--- src/rtl/pixel_fb_pkg.sv ---
`default_nettype none
// ============================================================================
// pixel_fb_pkg : shared types and constants for the framebuffer pixel writer
// Revision: 1.0
// ============================================================================
package pixel_fb_pkg;

  localparam int PIX_COORD_W   = 16;
  localparam int PIX_COLOR_W   = 8;
  localparam int FB_WIDTH_DEF  = 320;
  localparam int FB_HEIGHT_DEF = 240;
  localparam int FB_PIXELS     = FB_WIDTH_DEF * FB_HEIGHT_DEF;

  typedef enum logic [0:0] {
    ST_STREAM = 1'b0,
    ST_CLEAR  = 1'b1
  } fb_state_e;

  typedef struct packed {
    logic [PIX_COORD_W-1:0] x;
    logic [PIX_COORD_W-1:0] y;
    logic [PIX_COLOR_W-1:0] color;
  } pixel_t;

  function automatic int fb_pixels(input int w, input int h);
    return w * h;
  endfunction

endpackage
`default_nettype wire

--- src/rtl/pixel_fb_writer_fifo.sv ---
`default_nettype none
// ============================================================================
// pixel_fifo : synchronous FIFO, full/empty flags; a new entry becomes
//              poppable one cycle after it is written (DEPTH power of 2, >= 2)
// Revision: 1.0
// ============================================================================
module pixel_fifo #(
  parameter int WIDTH = 40,
  parameter int DEPTH = 4
) (
  input  logic             clk,
  input  logic             resetn,
  input  logic             push,
  input  logic [WIDTH-1:0] din,
  input  logic             pop,
  output logic [WIDTH-1:0] dout,
  output logic             full,
  output logic             empty,
  output logic             head_valid
);

  localparam int PTR_W = $clog2(DEPTH);
  localparam logic [PTR_W:0] PTR_ONE = 1;

  logic [PTR_W:0]   wr_ptr_q, wr_ptr_d;
  logic [PTR_W:0]   rd_ptr_q, rd_ptr_d;
  logic [PTR_W:0]   wr_vis_q, wr_vis_d;
  logic [WIDTH-1:0] mem_q [DEPTH];
  logic [WIDTH-1:0] mem_d [DEPTH];

  assign full       = (wr_ptr_q[PTR_W] != rd_ptr_q[PTR_W]) &&
                      (wr_ptr_q[PTR_W-1:0] == rd_ptr_q[PTR_W-1:0]);
  assign empty      = (wr_ptr_q == rd_ptr_q);
  // Read side sees the write pointer one cycle late, adding the pipeline slot
  assign head_valid = (wr_vis_q != rd_ptr_q);
  assign dout       = mem_q[rd_ptr_q[PTR_W-1:0]];

  always_comb begin
    wr_ptr_d = wr_ptr_q;
    rd_ptr_d = rd_ptr_q;
    wr_vis_d = wr_ptr_q;
    mem_d    = mem_q;
    if (push && !full) begin
      mem_d[wr_ptr_q[PTR_W-1:0]] = din;
      wr_ptr_d = wr_ptr_q + PTR_ONE;
    end
    if (pop && head_valid) begin
      rd_ptr_d = rd_ptr_q + PTR_ONE;
    end
  end

  always_ff @(posedge clk) begin
    if (!resetn) begin
      wr_ptr_q <= '0;
      rd_ptr_q <= '0;
      wr_vis_q <= '0;
    end else begin
      wr_ptr_q <= wr_ptr_d;
      rd_ptr_q <= rd_ptr_d;
      wr_vis_q <= wr_vis_d;
    end
  end

  always_ff @(posedge clk) begin
    mem_q <= mem_d;
  end

endmodule
`default_nettype wire

--- src/rtl/pixel_fb_writer.sv ---
`default_nettype none
// ============================================================================
// pixel_fb_writer : buffered pixel stream to framebuffer memory writer with
//                   full-frame clear. Optional macro PIXEL_FB_CLIP_EN enables
//                   bounds clipping and the drop counter.
// Revision: 1.0
// ============================================================================
module pixel_fb_writer
  import pixel_fb_pkg::*;
#(
  parameter int PIXEL_ADDR_WIDTH = 16,
  parameter int FB_WIDTH         = 320,
  parameter int FB_HEIGHT        = 240,
  parameter int MEM_ADDR_WIDTH   = 17,
  parameter int COLOR_WIDTH      = 8,
  parameter int FIFO_DEPTH       = 4,
  parameter int CLEAR_COLOR      = 0
) (
  input  logic                        clk,
  input  logic                        resetn,
  input  logic [PIXEL_ADDR_WIDTH-1:0] x,
  input  logic [PIXEL_ADDR_WIDTH-1:0] y,
  input  logic [COLOR_WIDTH-1:0]      color,
  input  logic                        valid,
  output logic                        ready,
  input  logic                        clear,
  output logic                        busy,
  output logic                        mem_we,
  output logic [MEM_ADDR_WIDTH-1:0]   mem_addr,
  output logic [COLOR_WIDTH-1:0]      mem_wdata,
  input  logic                        mem_ack,
  output logic [31:0]                 pix_count,
  output logic [15:0]                 drop_count
);

  localparam int FB_AREA = fb_pixels(FB_WIDTH, FB_HEIGHT);
  localparam logic [MEM_ADDR_WIDTH-1:0] LAST_ADDR = MEM_ADDR_WIDTH'(FB_AREA - 1);

  fb_state_e                  state_q, state_d;
  logic                       clear_pend_q, clear_pend_d;
  logic                       ready_en_q, ready_en_d;
  logic                       out_valid_q, out_valid_d;
  logic [MEM_ADDR_WIDTH-1:0]  out_addr_q, out_addr_d;
  logic [COLOR_WIDTH-1:0]     out_data_q, out_data_d;
  logic [MEM_ADDR_WIDTH-1:0]  clr_addr_q, clr_addr_d;
  logic [31:0]                pix_count_q, pix_count_d;

  pixel_t                     w_in_pix;
  pixel_t                     w_head;
  logic [$bits(pixel_t)-1:0]  w_head_bits;
  logic                       w_push;
  logic                       w_pop;
  logic                       w_full;
  logic                       w_empty;
  logic                       w_head_valid;
  logic                       w_retire;
  logic                       w_clip;
  logic [MEM_ADDR_WIDTH-1:0]  w_head_addr;

  assign ready  = ready_en_q && (state_q == ST_STREAM) && !w_full && !clear_pend_q;
  assign busy   = clear_pend_q || (state_q == ST_CLEAR);
  assign w_push = valid && ready;

  assign w_in_pix = '{x: PIX_COORD_W'(x), y: PIX_COORD_W'(y), color: PIX_COLOR_W'(color)};
  assign w_head   = w_head_bits;
  // Modular arithmetic in the target width equals truncating the full product
  assign w_head_addr = MEM_ADDR_WIDTH'(w_head.y) * MEM_ADDR_WIDTH'(FB_WIDTH)
                     + MEM_ADDR_WIDTH'(w_head.x);

  pixel_fifo #(
    .WIDTH ($bits(pixel_t)),
    .DEPTH (FIFO_DEPTH)
  ) u_fifo (
    .clk        (clk),
    .resetn     (resetn),
    .push       (w_push),
    .din        (w_in_pix),
    .pop        (w_pop),
    .dout       (w_head_bits),
    .full       (w_full),
    .empty      (w_empty),
    .head_valid (w_head_valid)
  );

  assign mem_we    = (state_q == ST_CLEAR) || out_valid_q;
  assign mem_addr  = (state_q == ST_CLEAR) ? clr_addr_q : out_addr_q;
  assign mem_wdata = (state_q == ST_CLEAR) ? COLOR_WIDTH'(CLEAR_COLOR) : out_data_q;
  assign w_retire  = mem_we && mem_ack;
  assign pix_count = pix_count_q;

  always_comb begin
    state_d      = state_q;
    clear_pend_d = clear_pend_q;
    ready_en_d   = 1'b1;
    out_valid_d  = out_valid_q;
    out_addr_d   = out_addr_q;
    out_data_d   = out_data_q;
    clr_addr_d   = clr_addr_q;
    pix_count_d  = pix_count_q;
    w_pop        = 1'b0;

    if (w_retire) begin
      pix_count_d = pix_count_q + 32'd1;
    end
    if (clear && (state_q == ST_STREAM) && !clear_pend_q) begin
      clear_pend_d = 1'b1;
    end

    case (state_q)
      ST_STREAM: begin
        if (w_retire) begin
          out_valid_d = 1'b0;
        end
        if (w_head_valid && (!out_valid_q || w_retire)) begin
          w_pop = 1'b1;
          if (!w_clip) begin
            out_valid_d = 1'b1;
            out_addr_d  = w_head_addr;
            out_data_d  = COLOR_WIDTH'(w_head.color);
          end
        end
        if (clear_pend_q && w_empty && !out_valid_q) begin
          state_d      = ST_CLEAR;
          clear_pend_d = 1'b0;
          clr_addr_d   = '0;
        end
      end
      ST_CLEAR: begin
        if (mem_ack) begin
          if (clr_addr_q == LAST_ADDR) begin
            state_d = ST_STREAM;
          end else begin
            clr_addr_d = clr_addr_q + MEM_ADDR_WIDTH'(1);
          end
        end
      end
      default: state_d = ST_STREAM;
    endcase
  end

  always_ff @(posedge clk) begin
    if (!resetn) begin
      state_q      <= ST_STREAM;
      clear_pend_q <= 1'b0;
      ready_en_q   <= 1'b0;
      out_valid_q  <= 1'b0;
      out_addr_q   <= '0;
      out_data_q   <= '0;
      clr_addr_q   <= '0;
      pix_count_q  <= '0;
    end else begin
      state_q      <= state_d;
      clear_pend_q <= clear_pend_d;
      ready_en_q   <= ready_en_d;
      out_valid_q  <= out_valid_d;
      out_addr_q   <= out_addr_d;
      out_data_q   <= out_data_d;
      clr_addr_q   <= clr_addr_d;
      pix_count_q  <= pix_count_d;
    end
  end

`ifdef PIXEL_FB_CLIP_EN
  logic [15:0] drop_count_q, drop_count_d;

  assign w_clip     = (32'(w_head.x) >= FB_WIDTH) || (32'(w_head.y) >= FB_HEIGHT);
  assign drop_count = drop_count_q;

  always_comb begin
    drop_count_d = drop_count_q;
    if (w_pop && w_clip && (drop_count_q != 16'hFFFF)) begin
      drop_count_d = drop_count_q + 16'd1;
    end
  end

  always_ff @(posedge clk) begin
    if (!resetn) begin
      drop_count_q <= '0;
    end else begin
      drop_count_q <= drop_count_d;
    end
  end
`else
  assign w_clip     = 1'b0;
  assign drop_count = 16'd0;
`endif

endmodule
`default_nettype wire
--- config.mk ---
export PLATFORM = sky130hd
export DESIGN_NAME = pixel_fb_writer
export DESIGN_NICKNAME = d
export VERILOG_FILES = /design/src/rtl/pixel_fb_pkg.sv /design/src/rtl/pixel_fb_writer_fifo.sv /design/src/rtl/pixel_fb_writer.sv
export SDC_FILE = /design/constraint.sdc
export NUM_CORES = 1
export LEC_CHECK = 0
export ABC_AREA = 1
export BUFFER_PORTS_ARGS = -buffer_cell sky130_fd_sc_hd__buf_2
export CELL_PAD_IN_SITES_DETAIL_PLACEMENT = 0
export CELL_PAD_IN_SITES_GLOBAL_PLACEMENT = 2
export CORE_MARGIN = 8
export CORE_UTILIZATION = 40
export CTS_CLUSTER_DIAMETER = 40
export DETAILED_ROUTE_END_ITERATION = 7
export GPL_TIMING_DRIVEN = 1
export MAX_ROUTING_LAYER = met4
export PLACE_DENSITY_LB_ADDON = 0.08
export SLEW_MARGIN = 20
export SYNTH_ARGS = -nofsm -noshare
export SYNTH_HDL_FRONTEND = slang
export SYNTH_HIERARCHICAL = 1
export SYNTH_SLANG_ARGS = --single-unit
--- constraint.sdc ---
create_clock -name clk -period 6.4 [get_ports clk]
set_input_delay 1.28 -clock clk [delete_from_list [all_inputs] [get_ports clk]]
set_output_delay 1.28 -clock clk [all_outputs]
set_load 0.005 [all_outputs]
# Yosys cells after proc, flatten, opt, wreduce, memory -nomap -nowiden

Cells that the tools add are included.

Output and inout bits: 76
Input port bits: 45
Bits in registers: 247
Word-level logic and storage cells: 83

$add $sub $neg: 5
Equal/unequal tests: 8
Reduce and logical (&&, ||, !) cells: 24
Multiplexer cells: 24
Bitwise operators: 3
Multipliers: 1
Order comparisons: 3

Operator list:

| operator                | count |
|---|---|
| $bwmux W160             | 1 |
| $mux W40                | 3 |
| $bmux W40 S2            | 1 |
| $demux W40 S2           | 1 |
| $mux W17                | 4 |
| $pmux W17 S2            | 1 |
| $add A32 B1 Y32 const B | 1 |
| $add A17 B1 Y17 const B | 1 |
| $add A17 B16 Y17        | 1 |
| $eq A17 B17 Y1 const B  | 1 |
| $mul A16 B3 Y11 const B | 1 |
| $logic_and A1 B1 Y1     | 14 |
| $mux W1                 | 11 |
| $mux W8                 | 1 |
| $add A3 B1 Y3 const B   | 2 |
| $ge A3 B3 Y1 const B    | 2 |
| $not A2 Y3              | 2 |
| $ne A2 B2 Y1 const B    | 2 |
| $reduce_and A2 Y1       | 2 |
| $eq A3 B3 Y1            | 1 |
| $logic_not A1 Y1        | 3 |
| $logic_or A1 B1 Y1      | 3 |
| $lt A3 B1 Y1 const B    | 1 |
| $ne A3 B3 Y1            | 1 |
| other kinds (7)         | 7 |

# Logic depth before layout (Yosys ltp)

Word-level depth: 7
Mapped depth: 24
Gate-level depth less buffers: 22

# Hierarchy

The synthesis kept the hierarchy.

Modules (own cells, without submodules):

| module          | sequential area each (sq um) | cells an instance | area an instance (sq um) | times used |
|---|---|---|---|---|
| pixel_fifo      | 4984.8                       | 473               | 6472.5                   | 1 |
| pixel_fb_writer | 1561.5                       | 853               | 5378.9                   | 1 |

# Least setup slack after synthesis

OpenSTA, ideal clock, no wires.

Path type: input -> register
Start: input port valid
End: register u_fifo/mem_q[100] in the netlist's numbering (enable)
Buffers on the path: 0
Data required time: 5963 ps
Library setup time: 437 ps
Setup slack: 2695 ps
Cell stages on the path: 3
Data arrival time: 3268 ps
Cells stage by stage: and2_1 -> nand2_1 -> nor2_1

Cells in the longest elaborated chain, start to end: 2

RTL lines:

| item                 | RTL line                   | RTL |
|---|---|---|
| start, declared      | pixel_fb_writer.sv:24      | `input logic valid,` |
| $logic_and A1 B1 Y1  | pixel_fb_writer.sv:62      | `assign w_push = valid && ready;` |
| $logic_and A1 B1 Y1  | pixel_fb_writer_fifo.sv:43 | `if (push && !full) begin` |
| end signal, assigned | pixel_fb_writer_fifo.sv:65 | `mem_q <= mem_d;` |
| end, declared        | pixel_fb_writer_fifo.sv:28 | `logic [WIDTH-1:0] mem_q [DEPTH];` |

Every way passes these cells.
A chain may end at the register's enable or synchronous reset.

==> out/results.tsv <==
metric	value	unit
coreArea	27630	µm²
htree_num_levels	2	
std_cell_rows	61	
regArea	5947	µm²
regToRegStartpoint	u_fifo/rd_ptr_q[0]$_SDFFE_PN0P_	
drcViolationCount	0	
drt-total-wl	28270	µm
dp.cells	1715	
netlist_instances	1281	
cp-end-kind	flip-flop	
fin_nets	1455	
via_count	8556	
dpl-instance-area	11870	µm²
hold_slack	454.4	ps
ctsResizeCount	0	
port_buffers	99	
hp-start	out_data_q[3]$_SDFFE_PN0P_	
crit_required	6810	ps
powerDensity	340.4	nW/µm²
crit_fanout	75	
cts_buffer_depth	3	
grt_pass1_vias	8487	
clock_latency	520	ps
final_util	0.4748	
ys_warn_count	6	
maxSlewHeadroom	0.4467	
finalHoldViolCount	0	
hold_depth	2	
syn_area	11130	µm²
grt-ovfl-total	0	
setup_viol	0	
hpwl	18920	µm
finClkSkew	18.45	ps
maxCapViolations	0	
status	completed	
clock_sinks	227	
r2r_end	out_addr_q[16]$_SDFFE_PN0P_	
critical_path.startpoint	u_fifo/rd_ptr_q[0]$_SDFFE_PN0P_	
startpoint_type	flip-flop	
synthToLayoutAreaGrowth	17.85	%
viasPerCell	4.804	
hp-class	flip-flop to flip-flop	
cts_setup_buffers	0	
dieWidth	182.8	µm
final_layout_size_suffix_gt1_frac	0.1490	
min_period_over_period	0.6602	
reg2reg_depth	22	
multi_input_area	4431	µm²
numCtsBuffers	36	
place.gp.congestion	0.7802	
hold_end	out_data_q[3]$_SDFFE_PN0P_	
dr.pass1.iters	4	
slew_viol_final	0	
setup_ws	2175	ps
reg2reg_slack	2170	ps
fillers	2754	
ir_worst_vdd	0.0002955	V
fmax	0.2367	GHz
finalCriticalPeriod	4225	ps
avgSynthCellArea	8.690	µm²
cts_tree	built	
worstPathArrival	4640	ps
grt_pass1_wl	45710	µm
die_area	33420	µm²
worstSetupPathType	flip-flop to flip-flop	
wl_per_cell	15.87	µm
holdBufCountCts	0	
grtUsageTotal	0.1751	
layoutNonFillerInstCount	1781	
worst_pin_slew	829.9	ps
num_io_pins	121	
power	4.466	mW
pre_cts_ws	2167	ps
initial_core_util	0.4029	
rsz0062_at_grt	false	
p_leak	5.115	nW
drt_iter0_markers	379	
grt_start_max_net_pins	76	
drtAntennaViolNets	0	
clk_pin_slew_worst_paths	60	ps
n_antenna_cell	0	
antenna_found_initial	0	
final_area	13120	µm²
cts.root.buffer_cell	clkbuf_16	
fin_setup_tns	0	ps
die_h	182.8	µm
routing by layer:
metal  GRT usage  share of wire  vias to the layer above
met4     0.04424          0.016                        0
met5           -              0                        -
met2      0.2900           0.48                      153
met1      0.2188           0.46                     3921
met3     0.03304          0.045                       38
li1            -              -                     4444
how the worst max path moves through the flow:
stage                                   to
6_report       out_addr_q[16]$_SDFFE_PN0P_
5_1_grt        out_addr_q[16]$_SDFFE_PN0P_
4_1_cts        out_addr_q[16]$_SDFFE_PN0P_
3_5_place_dp   out_addr_q[16]$_SDFFE_PN0P_
3_3_place_gp   out_addr_q[16]$_SDFFE_PN0P_
2_1_floorplan  u_fifo/mem_q[104]$_DFFE_PP_
where the power goes:
part / leakage (nW) / internal (mW) / switching [mW]
sequential: 1.97 / 1.63 / 0.0301
combinational: 2.55 / 0.290 / 0.544
clock: 0.590 / 1.25 / 0.723
state kept, by name (all words and copies together) (netlist names):
register         count
out_valid_q          1
clr_addr_q          17
ready_en_q           1
u_fifo/rd_ptr_q      3
out_data_q           8
u_fifo/wr_ptr_q      3
clear_pend_q         1
pix_count           32
state_q              1
u_fifo/wr_vis_q      3
u_fifo/mem_q       140
out_addr_q          17
worst max-delay path: stages, from the launching register on:
cell and delay, ps:
dfxtp_2 350, buf_4 600, o21ai_0 200, o22ai_1 390
ha_1 310, ha_1 230, fa_1 410, nand3_1 100
nand2_1 80, nand2_1 70, nand2_1 50, a21oi_1 140
xnor2_1 90, ha_1 350, nand2_1 80, nor2_1 120
nand3_1 90, nand3_1 110, inv_1 50, nand2_1 60
nand3_1 60, nand2_1 70, inv_1 30
layout make-up:
| type | instances | area share |
|---|---|---|
| Tap cell | 378 | 0.03605 |
| Inverter | 122 | 0.03510 |
| Multi-Input combinational cell | 880 | 0.3377 |
| Clock inverter | 23 | 0.02194 |
| Timing Repair Buffer | 108 | 0.04292 |
| Clock buffer | 43 | 0.07296 |
| Sequential cell | 227 | 0.4533 |
cells in the final DEF (no fill, tap or decap), drive strengths merged:
cell / n
nand3: 59
and2: 1
xor2: 13
o21ai: 128
nor3b: 3
nor2: 222
o21a: 1
nand3b: 6
dfxtp: 87
clkinvlp: 6
clkinv: 9
clkbuf: 43
xnor2: 8
edfxtp: 140
inv: 126
nand2: 257
bufinv: 4
a21o: 1
or2: 2
buf: 108
nor3: 2
fa: 2
nand4: 11
ha: 33
a21oi: 76
o21bai: 2
a31oi: 2
o22ai: 35
conb: 16
Power figures use the tool's default switching activity.
